### config.mk
export PLATFORM = sky130hd
export DESIGN_NAME = mem_access
export DESIGN_NICKNAME = d
export VERILOG_FILES = /design/src/rtl/fewcore_pkg.sv /design/src/rtl/mem_align.sv /design/src/rtl/mem_access.sv
export SDC_FILE = /design/constraint.sdc
export NUM_CORES = 1
export LEC_CHECK = 0
export BUFFER_PORTS_ARGS = -buffer_cell sky130_fd_sc_hd__buf_2
export CELL_PAD_IN_SITES_DETAIL_PLACEMENT = 2
export CELL_PAD_IN_SITES_GLOBAL_PLACEMENT = 2
export CORE_MARGIN = 2
export CORE_UTILIZATION = 25
export CTS_CLUSTER_SIZE = 8
export DETAILED_ROUTE_END_ITERATION = 10
export PLACE_DENSITY_LB_ADDON = 0.25
export SYNTH_ARGS = -nofsm -noshare
export SYNTH_HDL_FRONTEND = slang
export SYNTH_SLANG_ARGS = --single-unit
### constraint.sdc
create_clock -name clk -period 1.9 [get_ports clk]
set_input_delay 0.285 -clock clk [delete_from_list [all_inputs] [get_ports clk]]
set_output_delay 0.285 -clock clk [all_outputs]
set_load 0.03 [all_outputs]
### src/rtl/fewcore_pkg.sv
// Shared definitions for the fewcore data-memory access stage.
// Holds the opcode and funct3 encodings, the access-size codes, the
// access FSM state type and a small alignment helper.
package fewcore_pkg;

  // Major opcodes (operation[6:0])
  localparam logic [6:0] OP_LOAD  = 7'b0000011;
  localparam logic [6:0] OP_STORE = 7'b0100011;

  // funct3 encodings (operation[9:7])
  localparam logic [2:0] F3_LB  = 3'b000;
  localparam logic [2:0] F3_LH  = 3'b001;
  localparam logic [2:0] F3_LW  = 3'b010;
  localparam logic [2:0] F3_LBU = 3'b100;
  localparam logic [2:0] F3_LHU = 3'b101;
  localparam logic [2:0] F3_SB  = 3'b000;
  localparam logic [2:0] F3_SH  = 3'b001;
  localparam logic [2:0] F3_SW  = 3'b010;

  // Access size codes (funct3[1:0])
  localparam logic [1:0] SZ_BYTE = 2'b00;
  localparam logic [1:0] SZ_HALF = 2'b01;
  localparam logic [1:0] SZ_WORD = 2'b10;

  typedef enum logic [1:0] {
    IDLE = 2'b00,
    BUSY = 2'b01,
    DONE = 2'b10
  } mem_state_t;

  // True when an access of the given size cannot be served at byte offset k.
  // Size code 11 has no RV32I meaning and is reported as misaligned so it
  // never reaches memory.
  function automatic logic is_misaligned(input logic [1:0] size, input logic [1:0] k);
    logic mis;
    case (size)
      SZ_BYTE: mis = 1'b0;
      SZ_HALF: mis = k[0];
      SZ_WORD: mis = (k != 2'b00);
      default: mis = 1'b1;
    endcase
    return mis;
  endfunction

endpackage

### src/rtl/mem_align.sv
// Combinational lane steering for the memory access stage.
// Ports:
//   size          access size code (byte/half/word)
//   k             byte offset within the word (addr[1:0])
//   store_data    rs2 value to be written
//   rdata         little-endian word read from memory
//   wstrb         byte enables, bit n = byte at offset n
//   wdata         store data replicated across all lanes
//   rdata_aligned read data shifted so the addressed item sits in the MSBs
//   misaligned    access cannot be served at this offset
module mem_align
  import fewcore_pkg::*;
(
  input  logic [1:0]  size,
  input  logic [1:0]  k,
  input  logic [31:0] store_data,
  input  logic [31:0] rdata,
  output logic [3:0]  wstrb,
  output logic [31:0] wdata,
  output logic [31:0] rdata_aligned,
  output logic        misaligned
);

  // Lane selection and read alignment by access size
  always_comb begin
    wstrb         = 4'b0000;
    wdata         = 32'h0000_0000;
    rdata_aligned = rdata;
    misaligned    = is_misaligned(size, k);
    case (size)
      SZ_BYTE: begin
        wstrb         = 4'b0001 << k;
        wdata         = {4{store_data[7:0]}};
        // shift by 8*(3-k); 3-k is the bitwise inverse of k
        rdata_aligned = rdata << {~k, 3'b000};
      end
      SZ_HALF: begin
        wstrb         = 4'b0011 << k;
        wdata         = {2{store_data[15:0]}};
        // only k = 0 or 2 are legal: shift 16 for k=0, 0 for k=2
        rdata_aligned = rdata << {~k[1], 4'b0000};
      end
      SZ_WORD: begin
        wstrb         = 4'b1111;
        wdata         = store_data;
        rdata_aligned = rdata;
      end
      default: begin
        wstrb         = 4'b0000;
        wdata         = 32'h0000_0000;
        rdata_aligned = rdata;
      end
    endcase
  end

endmodule

### src/rtl/mem_access.sv
// Data-memory access stage of the fewcore RV32I pipeline.
// Accepts a load/store from execute, runs one req/ack transaction with data
// memory and returns load data with the addressed byte/half in the MSBs.
// Ports:
//   clk, reset           clock; synchronous active-high reset
//   valid, operation,    candidate op from execute ({.., funct3, opcode}),
//   addr, storeData,     effective address, store data, store flag
//   isStore
//   mem_req/we/addr/     memory request, word address, lane-replicated data
//   wdata/wstrb          and byte enables (held stable while requesting)
//   mem_rdata, mem_ack   memory read word and completion strobe
//   memData              aligned load data (updated on load completion only)
//   stall                freeze upstream while an op is accepted or in flight
//   done, misaligned,    one-cycle completion / alignment-exception /
//   fault                timeout pulses
module mem_access
  import fewcore_pkg::*;
#(
  parameter int XLEN    = 32,
  parameter int TIMEOUT = 255
) (
  input  logic            clk,
  input  logic            reset,
  input  logic            valid,
  input  logic [11:0]     operation,
  input  logic [XLEN-1:0] addr,
  input  logic [XLEN-1:0] storeData,
  input  logic            isStore,
  output logic            mem_req,
  output logic            mem_we,
  output logic [XLEN-1:0] mem_addr,
  output logic [31:0]     mem_wdata,
  output logic [3:0]      mem_wstrb,
  input  logic [31:0]     mem_rdata,
  input  logic            mem_ack,
  output logic [31:0]     memData,
  output logic            stall,
  output logic            done,
  output logic            misaligned,
  output logic            fault
);

  localparam int CNT_W = $clog2(TIMEOUT + 1);
  localparam logic [CNT_W-1:0] CNT_LAST = CNT_W'(TIMEOUT - 1);
  localparam logic [CNT_W-1:0] CNT_ONE  = CNT_W'(1);
  localparam logic [CNT_W-1:0] CNT_ZERO = CNT_W'(0);

  mem_state_t        state_q, state_d;
  logic [CNT_W-1:0]  cnt_q, cnt_d;
  logic              mem_req_q, mem_req_d;
  logic              mem_we_q, mem_we_d;
  logic [XLEN-1:0]   mem_addr_q, mem_addr_d;
  logic [31:0]       mem_wdata_q, mem_wdata_d;
  logic [3:0]        mem_wstrb_q, mem_wstrb_d;
  logic [31:0]       mem_data_q, mem_data_d;
  logic              done_q, done_d;
  logic              misaligned_q, misaligned_d;
  logic              fault_q, fault_d;
  logic [1:0]        size_q, size_d;
  logic [1:0]        k_q, k_d;
  logic              load_q, load_d;

  logic [6:0]  opcode_s;
  logic [1:0]  size_s;
  logic [1:0]  k_s;
  logic        is_load_s;
  logic        is_store_s;
  logic        mem_op_s;
  logic [1:0]  al_size_s;
  logic [1:0]  al_k_s;
  logic [3:0]  al_wstrb_s;
  logic [31:0] al_wdata_s;
  logic [31:0] al_rdata_s;
  logic        al_misaligned_s;
  logic        unused_s;

  assign opcode_s   = operation[6:0];
  assign size_s     = operation[8:7];
  assign k_s        = addr[1:0];
  assign is_load_s  = (opcode_s == OP_LOAD);
  assign is_store_s = (opcode_s == OP_STORE) && isStore;
  assign mem_op_s   = is_load_s || is_store_s;

  // Upper funct bits and the unsigned-load bit are consumed by execute.
  assign unused_s = &{1'b0, operation[11:9]};

  // In IDLE the aligner looks at the incoming op; afterwards at the latched op
  // so the read word is aligned with the size/offset of the accepted access.
  assign al_size_s = (state_q == IDLE) ? size_s : size_q;
  assign al_k_s    = (state_q == IDLE) ? k_s : k_q;

  mem_align u_align (
    .size          (al_size_s),
    .k             (al_k_s),
    .store_data    (storeData[31:0]),
    .rdata         (mem_rdata),
    .wstrb         (al_wstrb_s),
    .wdata         (al_wdata_s),
    .rdata_aligned (al_rdata_s),
    .misaligned    (al_misaligned_s)
  );

  // Next-state and registered-output computation for the access FSM
  always_comb begin
    state_d      = state_q;
    cnt_d        = cnt_q;
    mem_req_d    = mem_req_q;
    mem_we_d     = mem_we_q;
    mem_addr_d   = mem_addr_q;
    mem_wdata_d  = mem_wdata_q;
    mem_wstrb_d  = mem_wstrb_q;
    mem_data_d   = mem_data_q;
    size_d       = size_q;
    k_d          = k_q;
    load_d       = load_q;
    done_d       = 1'b0;
    misaligned_d = 1'b0;
    fault_d      = 1'b0;

    case (state_q)
      IDLE: begin
        if (valid && mem_op_s) begin
          if (al_misaligned_s) begin
            // exception is reported without touching memory; stay in IDLE
            misaligned_d = 1'b1;
            done_d       = 1'b1;
          end else begin
            state_d     = BUSY;
            cnt_d       = CNT_ZERO;
            mem_req_d   = 1'b1;
            mem_we_d    = is_store_s;
            mem_addr_d  = {addr[XLEN-1:2], 2'b00};
            mem_wdata_d = is_store_s ? al_wdata_s : 32'h0000_0000;
            mem_wstrb_d = is_store_s ? al_wstrb_s : 4'b0000;
            size_d      = size_s;
            k_d         = k_s;
            load_d      = is_load_s;
          end
        end else begin
          state_d = IDLE;
        end
      end

      BUSY: begin
        // an ack in the final allowed cycle completes normally, not as a fault
        if (mem_ack) begin
          state_d    = DONE;
          mem_req_d  = 1'b0;
          done_d     = 1'b1;
          mem_data_d = load_q ? al_rdata_s : mem_data_q;
        end else if (cnt_q == CNT_LAST) begin
          state_d   = DONE;
          mem_req_d = 1'b0;
          done_d    = 1'b1;
          fault_d   = 1'b1;
        end else begin
          cnt_d = cnt_q + CNT_ONE;
        end
      end

      DONE: begin
        state_d = IDLE;
        cnt_d   = CNT_ZERO;
      end

      default: begin
        state_d   = IDLE;
        mem_req_d = 1'b0;
      end
    endcase
  end

  // State and output registers with synchronous reset
  always_ff @(posedge clk) begin
    if (reset) begin
      state_q      <= IDLE;
      cnt_q        <= CNT_ZERO;
      mem_req_q    <= 1'b0;
      mem_we_q     <= 1'b0;
      mem_addr_q   <= {XLEN{1'b0}};
      mem_wdata_q  <= 32'h0000_0000;
      mem_wstrb_q  <= 4'b0000;
      mem_data_q   <= 32'h0000_0000;
      done_q       <= 1'b0;
      misaligned_q <= 1'b0;
      fault_q      <= 1'b0;
      size_q       <= 2'b00;
      k_q          <= 2'b00;
      load_q       <= 1'b0;
    end else begin
      state_q      <= state_d;
      cnt_q        <= cnt_d;
      mem_req_q    <= mem_req_d;
      mem_we_q     <= mem_we_d;
      mem_addr_q   <= mem_addr_d;
      mem_wdata_q  <= mem_wdata_d;
      mem_wstrb_q  <= mem_wstrb_d;
      mem_data_q   <= mem_data_d;
      done_q       <= done_d;
      misaligned_q <= misaligned_d;
      fault_q      <= fault_d;
      size_q       <= size_d;
      k_q          <= k_d;
      load_q       <= load_d;
    end
  end

  assign stall      = ((state_q == IDLE) && valid && mem_op_s && !al_misaligned_s)
                      || (state_q == BUSY);
  assign mem_req    = mem_req_q;
  assign mem_we     = mem_we_q;
  assign mem_addr   = mem_addr_q;
  assign mem_wdata  = mem_wdata_q;
  assign mem_wstrb  = mem_wstrb_q;
  assign memData    = mem_data_q;
  assign done       = done_q;
  assign misaligned = misaligned_q;
  assign fault      = fault_q;

endmodule

* Word-level counts from Yosys, hierarchy flattened
Index checks and enable logic that the tools add are counted.
** Word-level totals
- Register bits :: 118
** Cells by class
- Shift operators :: 4
- $add $sub $neg :: 1
- Mux-type cells :: 28
- Equal/unequal tests :: 13
- Bitwise gates (word level) :: 6
- Reductions and logical operators :: 19
** Operator list (number)
- case mux 32 bit (3 select lines) :: 1
- case mux 32 bit (2 select lines) :: 1
- left shift 32 x 5 -> 32 bit :: 2
- two-way mux 32 bit :: 1
- two-way mux 8 bit :: 4
- case mux 8 bit (3 select lines) :: 1
- two-way mux 2 bit :: 6
- case mux 4 bit (3 select lines) :: 1
- adder 8 x 1 -> 8 bit, second input constant :: 1
- equality test 8 bit, second input constant :: 1
- two-way mux 1 bit :: 8
- equality test 7 x 2 -> 1 bit, second input constant :: 1
- equality test 7 x 6 -> 1 bit, second input constant :: 1
- inequality test 2 bit, second input constant :: 3
- inequality test 3 bit, second input constant :: 2
- case mux 1 bit (3 select lines) :: 2
- AND reduction 3 bit :: 2
- logical AND 1 bit :: 5
- NOT 1 bit :: 5
- AND reduction 5 bit :: 1
- equality test 2 x 1 -> 1 bit, second input constant :: 2
- equality test 2 bit, second input constant :: 2
- zero test 2 bit :: 2
- two-way mux 4 bit :: 1
- other kinds (14) :: 15

* Logic depth before layout (Yosys ltp)
- Word-level depth :: 7
- Gate-level depth with buffers :: 8
- Gate-level depth less buffers :: 7

* Cells and area by module
A second synthesis with hierarchy kept.
** Unflattened totals
- Cell total of the unflattened synthesis :: 687
- Area total of the unflattened synthesis :: 5838.1 um^2
** By module, submodules not included
- mem_access :: cells an instance 493, instances 1, area each 4589.4 um^2
- mem_align :: cells an instance 194, instances 1, area each 1248.7 um^2

* Worst setup path before layout
OpenSTA, ideal clock, no wires.
- Path type :: reg-to-output
- Start :: reg state_q[1]
- End :: out stall
- Cell stages (with the launch flop) :: 8
- Required time :: 1.615 ns
- Setup slack :: -0.189 ns
- Data arrival time :: 1.804 ns
- Cells stage by stage :: dfxtp_1 -> nor2_4 -> mux2_4 -> buf_4 -> o22ai_2 -> buf_4 -> nand2_1 -> nand2_1
** On the way
- Cells in the longest elaborated chain, start to end :: 7
** RTL lines
- start, declared :: RTL line mem_access.sv:48 : mem_state_t state_q, state_d;
- start signal, assigned :: RTL line mem_access.sv:191 : state_q <= state_d;
- zero test 2 bit :: RTL line mem_access.sv:89, mem_access.sv:90, mem_access.sv:208
- two-way mux 2 bit (on tied branches) :: RTL line mem_access.sv:89, mem_access.sv:90
- equality test 2 bit (tied with other cells) :: RTL line fewcore_pkg.sv:36 : case (size)
- case mux 1 bit (3 select lines) :: RTL line fewcore_pkg.sv:36
- zero test 1 bit :: RTL line mem_access.sv:208 : assign stall = ((state_q == IDLE) && valid && mem_op_s && !al_misaligned_s)
- logical AND 1 bit :: RTL line mem_access.sv:208
- logical OR 1 bit * :: RTL line mem_access.sv:209 : || (state_q == BUSY);
- end, declared :: RTL line mem_access.sv:37 : output logic stall,
Mark *: on every way between the ends. The rest lies on a longest branch, timed or not.

* Worst setup path after layout
- Start :: reg state_q[0]
- End :: reg mem_wdata_q[2], in the netlist mem_wdata[2]
** On the way
- Cells in the longest elaborated chain, start to end :: 6
** RTL lines
- zero test 2 bit * :: RTL line mem_access.sv:89, mem_access.sv:90, mem_access.sv:120
- two-way mux 2 bit (on tied branches) :: RTL line mem_access.sv:89, mem_access.sv:90
- equality test 2 bit (tied with other cells) :: RTL line fewcore_pkg.sv:36, mem_align.sv:30
- case mux 1 bit (3 select lines) :: RTL line fewcore_pkg.sv:36
- NOT 1 bit (no line)
- AND reduction 3 bit (no line)
- end signal, assigned :: RTL line mem_access.sv:196 : mem_wdata_q <= mem_wdata_d;
- end, declared :: RTL line mem_access.sv:53 : logic [31:0] mem_wdata_q, mem_wdata_d;
Marks and branches as above.
A chain may end at the register's enable or synchronous reset.

==> results.md <==
* Crit path launch type: flip-flop
* Initial cell density of the core at between 20% and 30%
* Die height at ~150 µm
* DR pass1 iterations at 4
* Distinct cells, synth at 60
* Core Area at roughly 0.022 mm²
* Register area share after synthesis at a little over two fifths
* Critical Path End Type: flip-flop
* TritonCTS clock tree: built
* Fillers at 2316
* Cell area after synthesis at about 0.0055 mm²
* Total Power at approximately 6.6 mW
* Total wire length at 29400 µm
* Ys flop type: dfxtp_1
* Asr flop ratio synth at 0%
* Post-route cell area at about 0.0095 mm²
* Reg area at between 0.002 and 0.0025 mm²
* Die W at about 150 µm
* Synth warnings at 0
* Critical path arrival at between 2000 and 3000 ps
* Root buffer cell: clkbuf_16
* Leading area contributor after synthesis: dfxtp_1
* Rows at 54
* Crit-path max FO at 14
* Num CTS Buffers at 17
* Fin util at a little over two fifths
* Die ar. at 0.0233 mm²
* Synth area leaders: dfxtp_1 (43%), a21oi_1 (6.6%), o21ai_0 (5.8%), a22o_1 (4.9%), nand3_1 (3.8%)
* Mapped Avg Cell Area at ~8.7 µm²
* Top Ports at 219
* Finished Layout Cells at approximately 1200
* Clock-pin slew reported for the worst setup and hold paths after clock tree synthesis at approximately 60 ps
* Cell with the most instances after synthesis: dfxtp_1
* Via density at between 5 and 6
* Hold Path Class: in2reg
* CTS H-tree lvls at 4
* Placed Area at between 0.007 and 0.008 mm²
* Worst slew pin tran at roughly 660 ps
* Max-Cap Viols at 0
* CTS sink count at roughly 120
* Worst skew pair latency at 430 ps
* Number of global-route vias before repair at 6939
* Final Max Tran Viols at 0
* Largest net degree at the start of global routing at 42
* WL/cell at between 20 and 25 µm
* Fmax at 457 MHz
* Pwr dens at between 700 and 800 mW/mm²
* RSZ-0062 raised after global routing: yes
* First-pass GRT wire length at just under 40000 µm
* Final GP Congestion at approximately 0.80
* Synth cell count leaders: dfxtp_1 (118), a21oi_1 (73), o21ai_0 (64), nor2_1 (45), nand3_1 (42)
* Max-slew headroom at a little under three fifths
* Hold_buf cts at 0
* Worst EP required at between 2000 and 2500 ps
* Layout Skew at ~7.2 ps
* Clock Tree Buf Depth at 2
* Crit path kind: reg2reg
* Remaining DRCs at 0
* Initial antenna violation count at 2
* Cells after DPL at approximately 1100
* Final min period at 2190 ps
* Placed wire-length estimate at roughly 17000 µm
* Via count at between 6000 and 7000
* Multi-input gate area at approximately 0.0037 mm²
* PnR worst setup slack at -289 ps
* Failing checks: setup timing
* Outcome: finished, violations left
* Number of port buffers at 213
* Grt total ovfl at 0
* Area Overhead vs Synth at 71.9%
* Leak at between 3 and 4 nW
* Worst ir drop on vdd at ~0.60 mV
* Final hold violation count at 0
* Tot GR Track Use at between 20% and 30%
* Initial drt markers at about 250
* Number of synthesized register bits at around 120
* Net total in the final layout at 1048
* Mapped Cells at approximately 640
* Share of cells above drive strength 1 at 54.3%
* Final setup viols at about 120
* Antenna Violating Nets Remaining at 0
* Tcrit/Tclk final at 115%
* Post-synth top area share at a little over two fifths
* Number of synthesized flops with an enable pin at 0
## report_power, final
part	switching (mW)	internal, mW
clock network	1.32	1.93
registers	0.00162	2.47
logic	0.506	0.407
## cell type report
| cell class | count | share of cell area (%) |
|---|---|---|
| Sequential cell | 118 | 25.0 |
| Tap cell | 280 | 3.70 |
| Clock inverter | 15 | 1.65 |
| Inverter | 12 | 0.475 |
| Antenna cell | 1 | 0.0264 |
| Clock buffer | 17 | 4.49 |
| Timing Repair Buffer | 330 | 25.8 |
| Multi-Input combinational cell | 454 | 38.8 |
## layout by cell type, fill, tap and decap left out, types with 15 or more instances in the layout
cell type    n
buf_2      213
dfxtp_1    116
buf_4       64
a21oi_1     51
nor2_1      43
nand3_1     42
nand2_1     36
o21ai_2     33
a22o_1      31
buf_6       24
clkbuf_16   22
a21oi_2     21
a22oi_1     20
buf_12      17
o21ai_4     15
## worst max-delay path, cell delays in order (launching register included)
cell	delay, ps
dfxtp_4	380
nor2_4	180
mux2_4	360
buf_6	140
a2111o_1	490
nor4_4	230
buf_12	190
a22o_1	150
## cells by family (layout without fill, tap and decap cells)
logic type                 Yosys count  after routing  share of synthesized area, %
and+or+nand+nor                    162            164                          15.0
other                                1              3                        0.0680
buffers and inverters               67            374                          5.88
xor gates and xnor gates             1              1                         0.159
muxes                               19             19                          3.84
adders and majority gates            2              2                         0.454
DFF                                118            118                          42.9
AOI/OAI and AO/OA                  266            266                          31.8
## through the flow
stage	hold WS (ps)	worst slack, ps	setup TNS, ps
after CTS	99.4	-231	-10140
final	108	-289	-17910
after floorplan	361	-68.7	-846
after detailed placement	450	-209	-9540
after global routing	115	-372	-25460
after global placement	443	-143	-4360
## registers in the layout, indices dropped and copies added (netlist names)
register    cells
mem_wstrb       4
memData        32
state_q         2
done            1
mem_wdata      32
misaligned      1
fault           1
load_q          1
k_q             2
cnt_q           8
size_q          2
mem_addr       30
mem_req         1
mem_we          1
## worst paths after layout
| check | startpoint | endpoint | slack, ps | depth (start not counted) |
|---|---|---|---|---|
| min | mem_rdata[28] | memData[28]$_SDFFE_PP0P_ | 110 | 3 |
| max | state_q[0]$_SDFFE_PP0P_ | mem_wdata[2]$_SDFFE_PP0P_ | -290 | 7 |
| min reg2reg | mem_addr[17]$_SDFFE_PP0P_ | mem_addr[17]$_SDFFE_PP0P_ | 460 | 2 |
| max reg2reg | state_q[0]$_SDFFE_PP0P_ | mem_wdata[2]$_SDFFE_PP0P_ | -290 | 7 |
## metal layers
| metal | track usage (%) | vias up | part of all wire [%] |
|---|---|---|---|
| li1 | - | 2979 | - |
| met1 | 24.7 | 3270 | 39 |
| met2 | 39.6 | 214 | 54 |
| met3 | 5.80 | 53 | 4.8 |
| met4 | 5.51 | 2 | 2.8 |
| met5 | 0 | - | 0.024 |
## what timing repair did
item / in CTS / in global routing
resized for setup: 112 / 148
setup buffers: 10 / 28
endpoints found under the setup margin: 103 / 115
pin swaps: 41 / 59
cloned: 5 / 8
Power figures use the tool's default switching activity.
